## src/rtl/num_stepper_pkg.sv

```systemverilog
// Shared widths and state encodings for the num_stepper front end.
package num_stepper_pkg;

    localparam int NUM_W = 5;
    localparam logic [NUM_W-1:0] NUM_MAX = 5'd31;

    typedef enum logic {
        RELEASED = 1'b0,
        PRESSED  = 1'b1
    } deb_state_e;

    typedef enum logic [1:0] {
        IDLE      = 2'd0,
        HOLD_WAIT = 2'd1,
        REPEAT    = 2'd2
    } rpt_state_e;

endpackage

```

## src/rtl/button_debounce.sv

```systemverilog
// Two-flop synchroniser plus counter-based debouncer for one raw pushbutton;
// emits a one-cycle press_evt on each accepted RELEASED->PRESSED change.
module button_debounce
    import num_stepper_pkg::*;
#(
    parameter int DEBOUNCE_CYCLES = 500000
) (
    input  logic clk,
    input  logic reset,
    input  logic btn_raw,
    output logic pressed,
    output logic press_evt
);

    localparam int CNT_W = (DEBOUNCE_CYCLES > 1) ? $clog2(DEBOUNCE_CYCLES) : 1;
    localparam logic [CNT_W-1:0] CNT_LAST = CNT_W'(DEBOUNCE_CYCLES - 1);

    logic             sync1_q, sync1_d;
    logic             sync2_q, sync2_d;
    deb_state_e       state_q, state_d;
    logic [CNT_W-1:0] cnt_q,   cnt_d;
    logic             press_q, press_d;

    always_ff @(posedge clk) begin
        if (reset) begin
            sync1_q <= 1'b0;
            sync2_q <= 1'b0;
            state_q <= RELEASED;
            cnt_q   <= '0;
            press_q <= 1'b0;
        end else begin
            sync1_q <= sync1_d;
            sync2_q <= sync2_d;
            state_q <= state_d;
            cnt_q   <= cnt_d;
            press_q <= press_d;
        end
    end

    // The counter's final increment and the state toggle share one edge, so the
    // state flips on the DEBOUNCE_CYCLES-th consecutive disagreeing cycle.
    always_comb begin
        sync1_d = btn_raw;
        sync2_d = sync1_q;
        state_d = state_q;
        cnt_d   = '0;
        press_d = 1'b0;
        if (sync2_q != logic'(state_q)) begin
            if (cnt_q == CNT_LAST) begin
                state_d = (state_q == RELEASED) ? PRESSED : RELEASED;
                press_d = (state_q == RELEASED);
            end else begin
                cnt_d = cnt_q + CNT_W'(1);
            end
        end
    end

    always_comb begin
        pressed   = (state_q == PRESSED);
        press_evt = press_q;
    end

endmodule

```

## src/rtl/num_stepper.sv

```systemverilog
// Debounced up/down pushbuttons stepping a wrap-around 5-bit num register.
// Define NUM_STEPPER_AUTO_REPEAT_EN to build in hold-to-repeat scanning.
module num_stepper
    import num_stepper_pkg::*;
#(
    parameter int DEBOUNCE_CYCLES = 500000,
    parameter int RESET_VALUE     = 0,
    parameter int REPEAT_DELAY    = 25000000,
    parameter int REPEAT_PERIOD   = 5000000
) (
    input  logic             clk,
    input  logic             reset,
    input  logic             btn_up,
    input  logic             btn_down,
    output logic [NUM_W-1:0] num,
    output logic             step
);

    localparam logic [NUM_W-1:0] RESET_NUM = NUM_W'(RESET_VALUE) & NUM_MAX;

    if (DEBOUNCE_CYCLES < 1 || RESET_VALUE < 0 || RESET_VALUE > 31 ||
        REPEAT_DELAY < 0 || REPEAT_PERIOD < 0) begin : g_param_check
        $error("num_stepper: parameter out of range");
    end

    logic up_evt, dn_evt;
    logic rpt_up, rpt_dn;
`ifdef NUM_STEPPER_AUTO_REPEAT_EN
    logic up_pressed, dn_pressed;
`endif

    button_debounce #(.DEBOUNCE_CYCLES(DEBOUNCE_CYCLES)) u_deb_up (
        .clk       (clk),
        .reset     (reset),
        .btn_raw   (btn_up),
`ifdef NUM_STEPPER_AUTO_REPEAT_EN
        .pressed   (up_pressed),
`else
        .pressed   (),
`endif
        .press_evt (up_evt)
    );

    button_debounce #(.DEBOUNCE_CYCLES(DEBOUNCE_CYCLES)) u_deb_dn (
        .clk       (clk),
        .reset     (reset),
        .btn_raw   (btn_down),
`ifdef NUM_STEPPER_AUTO_REPEAT_EN
        .pressed   (dn_pressed),
`else
        .pressed   (),
`endif
        .press_evt (dn_evt)
    );

`ifdef NUM_STEPPER_AUTO_REPEAT_EN
    // Intervals below 2 are stretched so step can never be high two cycles running.
    localparam int DELAY_EFF  = (REPEAT_DELAY  < 2) ? 2 : REPEAT_DELAY;
    localparam int PERIOD_EFF = (REPEAT_PERIOD < 2) ? 2 : REPEAT_PERIOD;
    localparam int RPT_MAX    = (DELAY_EFF > PERIOD_EFF) ? DELAY_EFF : PERIOD_EFF;
    localparam int RPT_W      = $clog2(RPT_MAX);
    localparam logic [RPT_W-1:0] DELAY_LAST  = RPT_W'(DELAY_EFF - 1);
    localparam logic [RPT_W-1:0] PERIOD_LAST = RPT_W'(PERIOD_EFF - 1);

    rpt_state_e       rpt_state_q, rpt_state_d;
    logic [RPT_W-1:0] rpt_cnt_q,   rpt_cnt_d;
    logic             rpt_dir_up_q, rpt_dir_up_d;
    logic             rpt_abort;
    logic             rpt_fire;

    always_ff @(posedge clk) begin
        if (reset) begin
            rpt_state_q  <= IDLE;
            rpt_cnt_q    <= '0;
            rpt_dir_up_q <= 1'b0;
        end else begin
            rpt_state_q  <= rpt_state_d;
            rpt_cnt_q    <= rpt_cnt_d;
            rpt_dir_up_q <= rpt_dir_up_d;
        end
    end

    always_comb begin
        rpt_abort = !(rpt_dir_up_q ? up_pressed : dn_pressed) || (up_pressed && dn_pressed);
    end

    always_comb begin
        rpt_state_d  = rpt_state_q;
        rpt_cnt_d    = rpt_cnt_q + RPT_W'(1);
        rpt_dir_up_d = rpt_dir_up_q;
        unique case (rpt_state_q)
            IDLE: begin
                rpt_cnt_d = '0;
                if ((up_evt || dn_evt) && (up_pressed ^ dn_pressed)) begin
                    rpt_state_d  = HOLD_WAIT;
                    rpt_dir_up_d = up_pressed;
                end
            end
            HOLD_WAIT: begin
                if (rpt_abort) begin
                    rpt_state_d = IDLE;
                    rpt_cnt_d   = '0;
                end else if (rpt_cnt_q == DELAY_LAST) begin
                    rpt_state_d = REPEAT;
                    rpt_cnt_d   = '0;
                end
            end
            REPEAT: begin
                if (rpt_abort) begin
                    rpt_state_d = IDLE;
                    rpt_cnt_d   = '0;
                end else if (rpt_cnt_q == PERIOD_LAST) begin
                    rpt_cnt_d = '0;
                end
            end
            default: begin
                rpt_state_d = IDLE;
                rpt_cnt_d   = '0;
            end
        endcase
    end

    always_comb begin
        rpt_fire = !rpt_abort &&
                   (((rpt_state_q == HOLD_WAIT) && (rpt_cnt_q == DELAY_LAST)) ||
                    ((rpt_state_q == REPEAT)    && (rpt_cnt_q == PERIOD_LAST)));
        rpt_up   = rpt_fire &&  rpt_dir_up_q;
        rpt_dn   = rpt_fire && !rpt_dir_up_q;
    end
`else
    always_comb begin
        rpt_up = 1'b0;
        rpt_dn = 1'b0;
    end
`endif

    logic [NUM_W-1:0] num_q,  num_d;
    logic             step_q, step_d;
    logic             inc, dec;

    always_ff @(posedge clk) begin
        if (reset) begin
            num_q  <= RESET_NUM;
            step_q <= 1'b0;
        end else begin
            num_q  <= num_d;
            step_q <= step_d;
        end
    end

    // Simultaneous up and down requests cancel; wrap is plain 5-bit overflow.
    always_comb begin
        inc    = up_evt || rpt_up;
        dec    = dn_evt || rpt_dn;
        num_d  = num_q;
        step_d = 1'b0;
        if (inc ^ dec) begin
            num_d  = inc ? (num_q + NUM_W'(1)) : (num_q - NUM_W'(1));
            step_d = 1'b1;
        end
    end

    always_comb begin
        num  = num_q;
        step = step_q;
    end

endmodule
```

## config.mk

```make
export PLATFORM = sky130hd
export DESIGN_NAME = num_stepper
export DESIGN_NICKNAME = d
export VERILOG_FILES = /design/src/rtl/num_stepper_pkg.sv /design/src/rtl/button_debounce.sv /design/src/rtl/num_stepper.sv
export SDC_FILE = /design/constraint.sdc
export NUM_CORES = 1
export LEC_CHECK = 0
export CAP_MARGIN = 20
export CORE_MARGIN = 2
export CORE_UTILIZATION = 50
export CTS_CLUSTER_DIAMETER = 50
export DETAILED_ROUTE_END_ITERATION = 10
export PLACE_DENSITY = 0.7
export SYNTH_ARGS = -nofsm -noshare
export SYNTH_HDL_FRONTEND = slang
export SYNTH_SLANG_ARGS = --single-unit
export TNS_END_PERCENT = 20
```

## constraint.sdc

```tcl
create_clock -name clk -period 1.7 [get_ports clk]
set_clock_uncertainty 0.05 [all_clocks]
set_input_delay 0.255 -clock clk [delete_from_list [all_inputs] [get_ports clk]]
set_output_delay 0.255 -clock clk [all_outputs]
set_load 0.02 [all_outputs]
```

==> flow_metrics.tcl <==
set metrics [dict create \
    nNetsFinal 319 \
    dpl.hpwl_um 3250 \
    chipWidth_um 72.5 \
    avgSynthCellArea_sq_um 9.03 \
    path_max_fanout 5 \
    antenna_found_initial 0 \
    grt_max_degree 19 \
    grt_pass1_wl_um 8260 \
    synth_cell_types 41 \
    path_cells "inv_2 > fa_1 > nand3_1 > a211oi_1 > a41oi_1 > mux2_1" \
    cts_buffer_depth 2 \
    drtIter0Drc 70 \
    die_y_um 72.5 \
    slew_headroom 0.659 \
    post_drt_wl_per_cell_um 12.9 \
    holdPathStages 1 \
    port_buffers 9 \
    synth_ff_type "dfxtp_1" \
    power_density_nw_per_um2 706 \
    tightest_slew_ns 0.508 \
    cts_max_level 2 \
    die_area_sq_um 5260 \
    rsz0062_at_grt "true" \
    total_power_uw 2110 \
    violations "negative setup slack" \
    fin_cells 362 \
    synthCells 260 \
    yosysTopAreaCell "dfxtp_1" \
    root_buffer "clkbuf_8" \
    synth_nets 270 \
    startpoint_type "register" \
    async_flop_share 0 \
    whs_endpoint "u_deb_up.cnt_q[0]$_SDFF_PP0_" \
    min_path_type "reg -> reg" \
    outcome "finished, violations left" \
    synth.top_cells.by_count "dfxtp_1 (52), nor2_1 (42), xnor2_1 (22)" \
    critical-path-top-delay-family "adder cells" \
    crit_required_ns 1.85 \
    peakVddDrop_v 0.000504 \
    critPathKind "reg -> reg" \
    netlist.area_leader.share 0.443 \
    max_freq_mhz 588 \
    gp_congestion 0.846 \
    area.growth.synth_to_final_pct 27.2 \
    place_inst 352 \
    tns_ns -0.00195 \
    cts.sinks 52 \
    r2r_cells 6 \
    rows 24 \
    reg2reg_from "u_deb_up.press_evt$_SDFF_PP0_" \
    drt_wl_total_um 4680 \
    diodes 0 \
    fin_ws_ns -0.00195 \
    cp.arrival_ns 1.86 \
    drive_above_1_share 0.213 \
    setup-violations-final 1 \
    synth_enable_flop_cells 0 \
    vias 1961 \
    r2r_end "num[4]$_SDFFE_PP0P_" \
    first_pass_iters 4 \
    slew_violations 0 \
    vias_per_cell 5.42 \
    syn_area_sq_um 2350 \
    cts_tree "built" \
    timing_hold_violations_final 0 \
    cts.clk_slew.worst_paths_ns 0.10 \
    synth_area_leaders "dfxtp_1 (44%), xnor2_1 (8.2%), nor2_1 (6.7%), xor2_1 (4.1%), nor4_1 (3.2%)" \
    drv_cap 0 \
    cpMaxStageDelayCell "fa_1" \
    cts_hold_buf 0 \
    post-route-min-period_ns 1.70 \
    start_util 0.528 \
    track_usage 0.197 \
    synth_seq_cells 52 \
    numCtsBuffers 5 \
    grt_pass1_vias 1825 \
    finalCritPeriodShare 1.00 \
    r2r_slack_ns -0.002 \
    ioPinCount 10 \
    antenna_left 0 \
    synth_seq_area_share 0.443 \
    core_area_sq_um 4440 \
    cp_slowest_stage_delay_ns 0.39 \
    post-synth-top-count-cell "dfxtp_1" \
    final_util 0.672 \
    dp_slack_ns -0.0634 \
    hold_path.startpoint "u_deb_up.cnt_q[0]$_SDFF_PP0_" \
    p_leak_uw 0.00104 \
    overflow 0 \
    end_kind "register" \
    drc 0 \
    crit_buf_inv 1 \
    ys_warn_count 0 \
    clk_latency_ns 0.31 \
]
-- layout by cell type, fill, tap and decap left out, types with 2 or more instances in the layout --
master and instances:
dfxtp_1 48, nor2_1 42, buf_4 35, xnor2_1 22
nand2_1 15, nand3_1 12, xor2_1 11, nand4_1 9
a21oi_1 8, nor4_1 8, nor3_1 7, clkdlybuf4s50_1 7
inv_1 6, nor2b_1 6, or3_1 5, clkbuf_8 5
and3_1 4, nor4_2 4, ha_1 4, nor4bb_2 3
or4_1 3, and4_1 3, o21ai_1 3, dfxtp_2 3
or2_1 2, o31ai_1 2, o21ai_2 2, o21ai_0 2
nand4_4 2, or3_4 2, buf_12 2
-- how the worst max path moves through the flow --
stage	depth (start not counted)	start	to
after floorplan	5	num[0]$_SDFFE_PP0P_	num[4]$_SDFFE_PP0P_
after global placement	6	u_deb_up.press_evt$_SDFF_PP0_	num[4]$_SDFFE_PP0P_
after detailed placement	6	u_deb_up.press_evt$_SDFF_PP0_	num[4]$_SDFFE_PP0P_
after CTS	6	u_deb_up.press_evt$_SDFF_PP0_	num[4]$_SDFFE_PP0P_
after global routing	6	u_deb_up.press_evt$_SDFF_PP0_	num[4]$_SDFFE_PP0P_
final	6	u_deb_up.press_evt$_SDFF_PP0_	num[4]$_SDFFE_PP0P_
-- worst reg2reg max path: cells and delay by family, from the launching register on --
kind / cells / cell delay (ns)
flops: 1 / 0.35
mux: 1 / 0.33
buf+inv: 1 / 0.06
simple gates: 1 / 0.13
fa+ha+maj: 1 / 0.39
compound gates: 2 / 0.28
-- cell families (layout without fill, tap and decap cells) --
kind of cell    after synthesis  count (layout)  share of synthesized area
buf+inv                      11              61                     0.0187
fa+ha+maj                     6               6                     0.0352
xor+xnor                     33              33                      0.123
compound gates               24              24                     0.0656
simple gates                132             132                      0.305
flops                        52              52                      0.443
mux                           2               2                    0.00906
-- through the flow --
stage	hold WS, ns	cell area [sq um]
2_1_floorplan	0.333	2370
5_1_grt	0.416	2990
4_1_cts	0.405	2920
3_5_place_dp	0.384	2800
6_report	0.404	2990
3_3_place_gp	0.383	2800
-- metal layers --
metal  vias to the layer above  track usage  wire, um
met3                         4       0.0472       111
met2                        17        0.319      2210
li1                       1022            -         -
met1                       918        0.263      2320
met5                         -            0         0
met4                         0       0.0597        39
-- report_power, final --
| part | internal, uW | switching (uW) | total (uW) | leakage [uW] |
|---|---|---|---|---|
| Combinational | 20.7 | 21.2 | 41.9 | 0.000560 |
| Clock | 436 | 405 | 841 | 0.0000541 |
| Sequential | 1220 | 3.59 | 1230 | 0.000422 |
-- area by class of cell --
class	instances	area (sq um)
fill	357	1460
multi-input combinational	197	1340
sequential	52	1050
timing repair buffer	46	394
clock buffer	5	68.8
tap	52	65.1
clock inverter	3	42.5
inverter	7	26.3
-- repair_timing --
action / 4_1_cts / 5_1_grt
endpoints found under the setup margin: 3 / 42
buffers inserted: 0 / 2
resized for setup: 5 / 12
pin swaps: 0 / 3
Note: power is estimated with default switching activity, not from simulation.
==> RTL edit 1 (config.mk and constraints unchanged) <==
The option `NUM_STEPPER_AUTO_REPEAT_EN` is turned on by a define.
--- a/src/rtl/num_stepper.sv
+++ b/src/rtl/num_stepper.sv
@@ -1,5 +1,7 @@
 // Debounced up/down pushbuttons stepping a wrap-around 5-bit num register.
 // Define NUM_STEPPER_AUTO_REPEAT_EN to build in hold-to-repeat scanning.
+`define NUM_STEPPER_AUTO_REPEAT_EN
+
 module num_stepper
     import num_stepper_pkg::*;
 #(
Function: no difference found for any inputs over 10 cycles, from zero or initial values and one cycle with reset high; that may be too few to reach the edited logic, so the function may still have changed.
==> RTL edit 1 against the original RTL <==
- utilization grew 2.1 points
- the flow still finishes with violations (setup timing)
- sequential cell count grew 28
- largest power group unchanged
- cell area grew 70%
- first-iteration DRC count grew 43%
- routed wire length grew 77%
- worst setup slack lost 1500 ps
- worst hold slack lost 8.3 ps
- largest cell class unchanged
- global-route usage grew 0.62 points
- synthesized area grew 62%
- highest routed layer unchanged
- critical path type unchanged
- total power grew 71%
==> RTL edit 1: results (changes against the original RTL) <==
{
  "synth_top_cells_by_area": {"value": "dfxtp_1 42%, nor2_1 8.2%, xnor2_1 7.1%, xor2_1 6.9%, ha_1 3.3%"},
  "placement.cell_area": {"value": 4610, "unit": "um^2", "change": "+65%"},
  "post_synth_xor_area_fraction": {"value": 14.0, "unit": "%", "change": "+1.7 points"},
  "groute.usage.overall": {"value": 20.4, "unit": "%", "change": "+0.62 points"},
  "failed_checks": {"value": "setup timing"},
  "run_status": {"value": "finished with violations"},
  "worstPathMaxFanout": {"value": 3, "change": "-2"},
  "syn_nets": {"value": 445, "change": "+65%"},
  "clkLatencyLatePin": {"value": 350, "unit": "ps", "change": "+40 ps"},
  "total_leakage_power": {"value": 1.89, "unit": "nW", "change": "+83%"},
  "drt-pass1-iter-count": {"value": 6, "change": "+2"},
  "totalWireLength": {"value": 8290, "unit": "um", "change": "+77%"},
  "synth.area.mux_share": {"value": 3.94, "unit": "%", "change": "+3.0 points"},
  "clock_tree.htree_level_count": {"value": 3, "change": "+1"},
  "synth_sequential_area_ratio": {"value": 42.0, "unit": "%", "change": "-2.3 points"},
  "setup_tns": {"value": -19850, "unit": "ps", "change": "-19850 ps"},
  "layout.nets": {"value": 539, "change": "+69%"},
  "setup_violations": {"value": 33, "change": "+32"},
  "synthAdderAreaFrac": {"value": 3.81, "unit": "%", "change": "+0.29 points"},
  "half_perimeter_wire_length_of_the_detailed_placement_result": {"value": 5540, "unit": "um", "change": "+70%"},
  "drive_gt1_share": {"value": 26.3, "unit": "%", "change": "+5.0 points"},
  "detail_route.iter0.violations": {"value": 100, "change": "+43%"},
  "clk_pin_slew": {"value": 80, "unit": "ps", "change": "-20 ps"},
  "post_cts.resized_instances": {"value": 8, "change": "+3"},
  "gpl.final_weighted_congestion": {"value": 0.859, "change": "+1.6%"},
  "netlist-cell-type-count": {"value": 53, "change": "+29%"},
  "ys_top_cells_by_count": {"value": "83 x nor2_1, 80 x dfxtp_1, 33 x nand2_1"},
  "fin_ws": {"value": -1520, "unit": "ps", "change": "-1520 ps"},
  "grt_pass1_vias": {"value": 3177, "change": "+74%"},
  "dp.cells": {"value": 606, "change": "+72%"},
  "least_margin_pin_slew": {"value": 370, "unit": "ps", "change": "-138 ps"},
  "grt_first_pass_wirelength": {"value": 13800, "unit": "um", "change": "+67%"},
  "worst_ep_arrival_time": {"value": 3410, "unit": "ps", "change": "+1550 ps"},
  "synth_compound_gate_area_share": {"value": 4.86, "unit": "%", "change": "-1.7 points"},
  "synth.avg_cell_area": {"value": 8.86, "unit": "um^2", "change": "-1.9%"},
  "instances_no_fill": {"value": 627, "change": "+73%"},
  "cts-buffers-inserted": {"value": 9, "change": "+4"},
  "cts_post_setup_buffers_inserted": {"value": 2, "change": "+2"},
  "reg2regPathDepth": {"value": 11, "change": "+5"},
  "drt_via_density": {"value": 5.16, "change": "-4.8%"}
}
==> RTL edit 1: where the power goes <==
group	internal (mW)	switching, mW
clock	0.978	0.704
sequential	1.88	0.00294
combinational	0.0226	0.0219
==> RTL edit 1: worst max-delay path: stages, from the launching register on <==
cell and delay [ps]:
dfxtp_2 340, or4bb_4 540, nor4_4 270, nand3_2 160, nor2_4 130, a21o_1 170, inv_2 80, ha_4 220
a21o_1 160, a21oi_2 160, mux4_2 530, mux2_4 300
==> RTL edit 1: final timing paths <==
| kind | end | start | slack (ps) |
|---|---|---|---|
| min reg2reg | u_deb_up.sync2_q | u_deb_up.sync1_q | 400 |
| max reg2reg | num[4] | rpt_cnt_q[19] | -1520 |
| max | num[4] | rpt_cnt_q[19] | -1520 |
| min | u_deb_up.sync2_q | u_deb_up.sync1_q | 400 |
==> RTL edit 1: metal layers <==
metal	wire length, um	GRT usage (%)	vias up
li1	-	-	1647
met2	4160	35.7	35
met5	0	0	-
met1	3770	23.6	1542
met4	149	7.45	0
met3	214	5.81	10
==> RTL edit 1: area by class of cell <==
| class | count | area (um^2) | area share, % |
|---|---|---|---|
| Tap cell | 99 | 124 | 2.44 |
| Timing Repair Buffer | 94 | 813 | 16.0 |
| Multi-Input combinational cell | 323 | 2230 | 44.0 |
| Clock inverter | 6 | 116 | 2.29 |
| Clock buffer | 9 | 124 | 2.44 |
| Sequential cell | 80 | 1610 | 31.7 |
| Inverter | 16 | 60.1 | 1.18 |
==> RTL edit 1: cells by family (layout without fill, tap and decap cells) <==
family                   count (synthesis)  count (layout)
AO/OA/AOI/OAI                           24              24
AND/OR/NAND/NOR                        214             214
flip-flops                              80              80
multiplexers                            13              13
XOR/XNOR                                61              61
adder cells (fa/ha/maj)                 11              11
buffers and inverters                   27             125
==> RTL edit 2 (config.mk and constraints unchanged) <==
Without the edit above. Add an input register stage for `btn_up`; this delays it by one clock. The other inputs are not delayed to match.
--- a/src/rtl/num_stepper.sv
+++ b/src/rtl/num_stepper.sv
@@ -18,6 +18,12 @@
 
     localparam logic [NUM_W-1:0] RESET_NUM = NUM_W'(RESET_VALUE) & NUM_MAX;
 
+    logic btn_up_q;
+
+    always_ff @(posedge clk) begin
+        btn_up_q <= btn_up;
+    end
+
     if (DEBOUNCE_CYCLES < 1 || RESET_VALUE < 0 || RESET_VALUE > 31 ||
         REPEAT_DELAY < 0 || REPEAT_PERIOD < 0) begin : g_param_check
         $error("num_stepper: parameter out of range");
@@ -32,7 +38,7 @@
     button_debounce #(.DEBOUNCE_CYCLES(DEBOUNCE_CYCLES)) u_deb_up (
         .clk       (clk),
         .reset     (reset),
-        .btn_raw   (btn_up),
+        .btn_raw   (btn_up_q),
 `ifdef NUM_STEPPER_AUTO_REPEAT_EN
         .pressed   (up_pressed),
 `else
Behaviour: same outputs for any inputs over 10 cycles, from zero or initial values and one cycle with reset high; that may be too few to reach the edited logic, so the function may still have changed.
==> RTL edit 2 against the original RTL <==
- first-iteration DRC count increased by 14%
- cell area barely moved
- total power rose by 0.29%
- synthesized area up 0.85%
- routed wire length rose by 2.4%
- sequential cell count grew 1
- worst setup slack better by 22 ps
- critical endpoint unchanged
- largest power group unchanged
==> RTL edit 2: results (changes against the original RTL) <==
{
  "irDropWorstVdd": {"value": 0.000390, "unit": "V", "change": "-23%"},
  "synth_sequential_area_ratio": {"value": 44.8, "unit": "%", "change": "+0.47 points"},
  "synth_top_cells_by_area": {"value": "dfxtp_1 45%, xnor2_1 8.1%, nor2_1 6.7%, xor2_1 4.1%, nor4_1 3.2%"},
  "seqAreaFraction": {"value": 35.6, "unit": "%", "change": "+0.51 points"},
  "run_status": {"value": "completed"},
  "met2WireLength": {"value": 2260, "unit": "um", "change": "+2.4%"},
  "clkCellAreaFrac": {"value": 3.47, "unit": "%", "change": "-0.25 points"},
  "routed_wire_length_per_instance": {"value": 13.2, "unit": "um", "change": "+2.4%"},
  "worstPathMaxFanout": {"value": 6, "change": "+1"},
  "post_synth_xor_area_fraction": {"value": 12.2, "unit": "%", "change": "-0.10 points"},
  "non_clk_buf_share": {"value": 12.3, "unit": "%", "change": "-0.93 points"},
  "total_leakage_power": {"value": 1.03, "unit": "nW", "change": "-1.0%"},
  "syn_nets": {"value": 271, "change": "+0.37%"},
  "globalRouteMet2Util": {"value": 31.8, "unit": "%", "change": "-0.088 points"},
  "timing.hold.worst_endpoint": {"value": "btn_up_q"},
  "synth.area.mux_share": {"value": 0.899, "unit": "%", "change": "-0.0077 points"},
  "grt_use_met3": {"value": 3.73, "unit": "%", "change": "-0.99 points"},
  "drive_gt1_share": {"value": 20.8, "unit": "%", "change": "-0.51 points"},
  "crit_path_leading_delay_family": {"value": "flip-flops"},
  "hold_path_class": {"value": "input port to flip-flop"},
  "worst_path_max_delay_cell": {"value": "dfxtp_2"},
  "min_from": {"value": "btn_up"},
  "layout.nets": {"value": 318, "change": "-0.31%"},
  "nFillCells": {"value": 389, "change": "+9.0%"},
  "postSynthRegisterBits": {"value": 53, "change": "+1.9%"},
  "synthAdderAreaFrac": {"value": 3.49, "unit": "%", "change": "-0.030 points"},
  "worst_ep_arrival_time": {"value": 1830, "unit": "ps", "change": "-30 ps"},
  "ff2ff_setup_slack": {"value": 20, "unit": "ps", "change": "+20 ps"},
  "detail_route.iter0.violations": {"value": 80, "change": "+14%"},
  "gpl.final_weighted_congestion": {"value": 0.815, "change": "-3.7%"},
  "grt_pass1_vias": {"value": 1915, "change": "+4.9%"}
}
-- RTL edit 2: how the worst max path moves through the flow --
stage	end	slack [ps]	depth (start not counted)
final	num[4]	20	6
after floorplan	num[4]	-7	5
after global placement	num[4]	-10	6
after CTS	u_deb_up.cnt_q[18]	6	5
after detailed placement	num[4]	-80	6
after global routing	num[4]	-40	6
-- RTL edit 2: per-stage QoR --
stage / cell area, um^2 / utilization [%] / setup slack (ps) / instances / hold slack, ps
finish: 2990 / 64.6 / 19.9 / 362 / 339
floorplan: 2390 / - / -7.17 / 261 / 233
global placement: 2800 / 60.5 / -9.83 / 354 / 375
global route: 2990 / 64.6 / -41.0 / 362 / 341
CTS: 2920 / 63.1 / 6.40 / 361 / 331
detailed placement: 2800 / 60.5 / -82.3 / 354 / 374
-- RTL edit 2: where the power goes --
part           leakage (nW)  total (mW)  internal [mW]  switching (mW)
clock                0.0540       0.821          0.428           0.393
sequential            0.430        1.25           1.25         0.00333
combinational         0.542      0.0419         0.0214          0.0205
total                  1.03        2.11           1.70           0.416
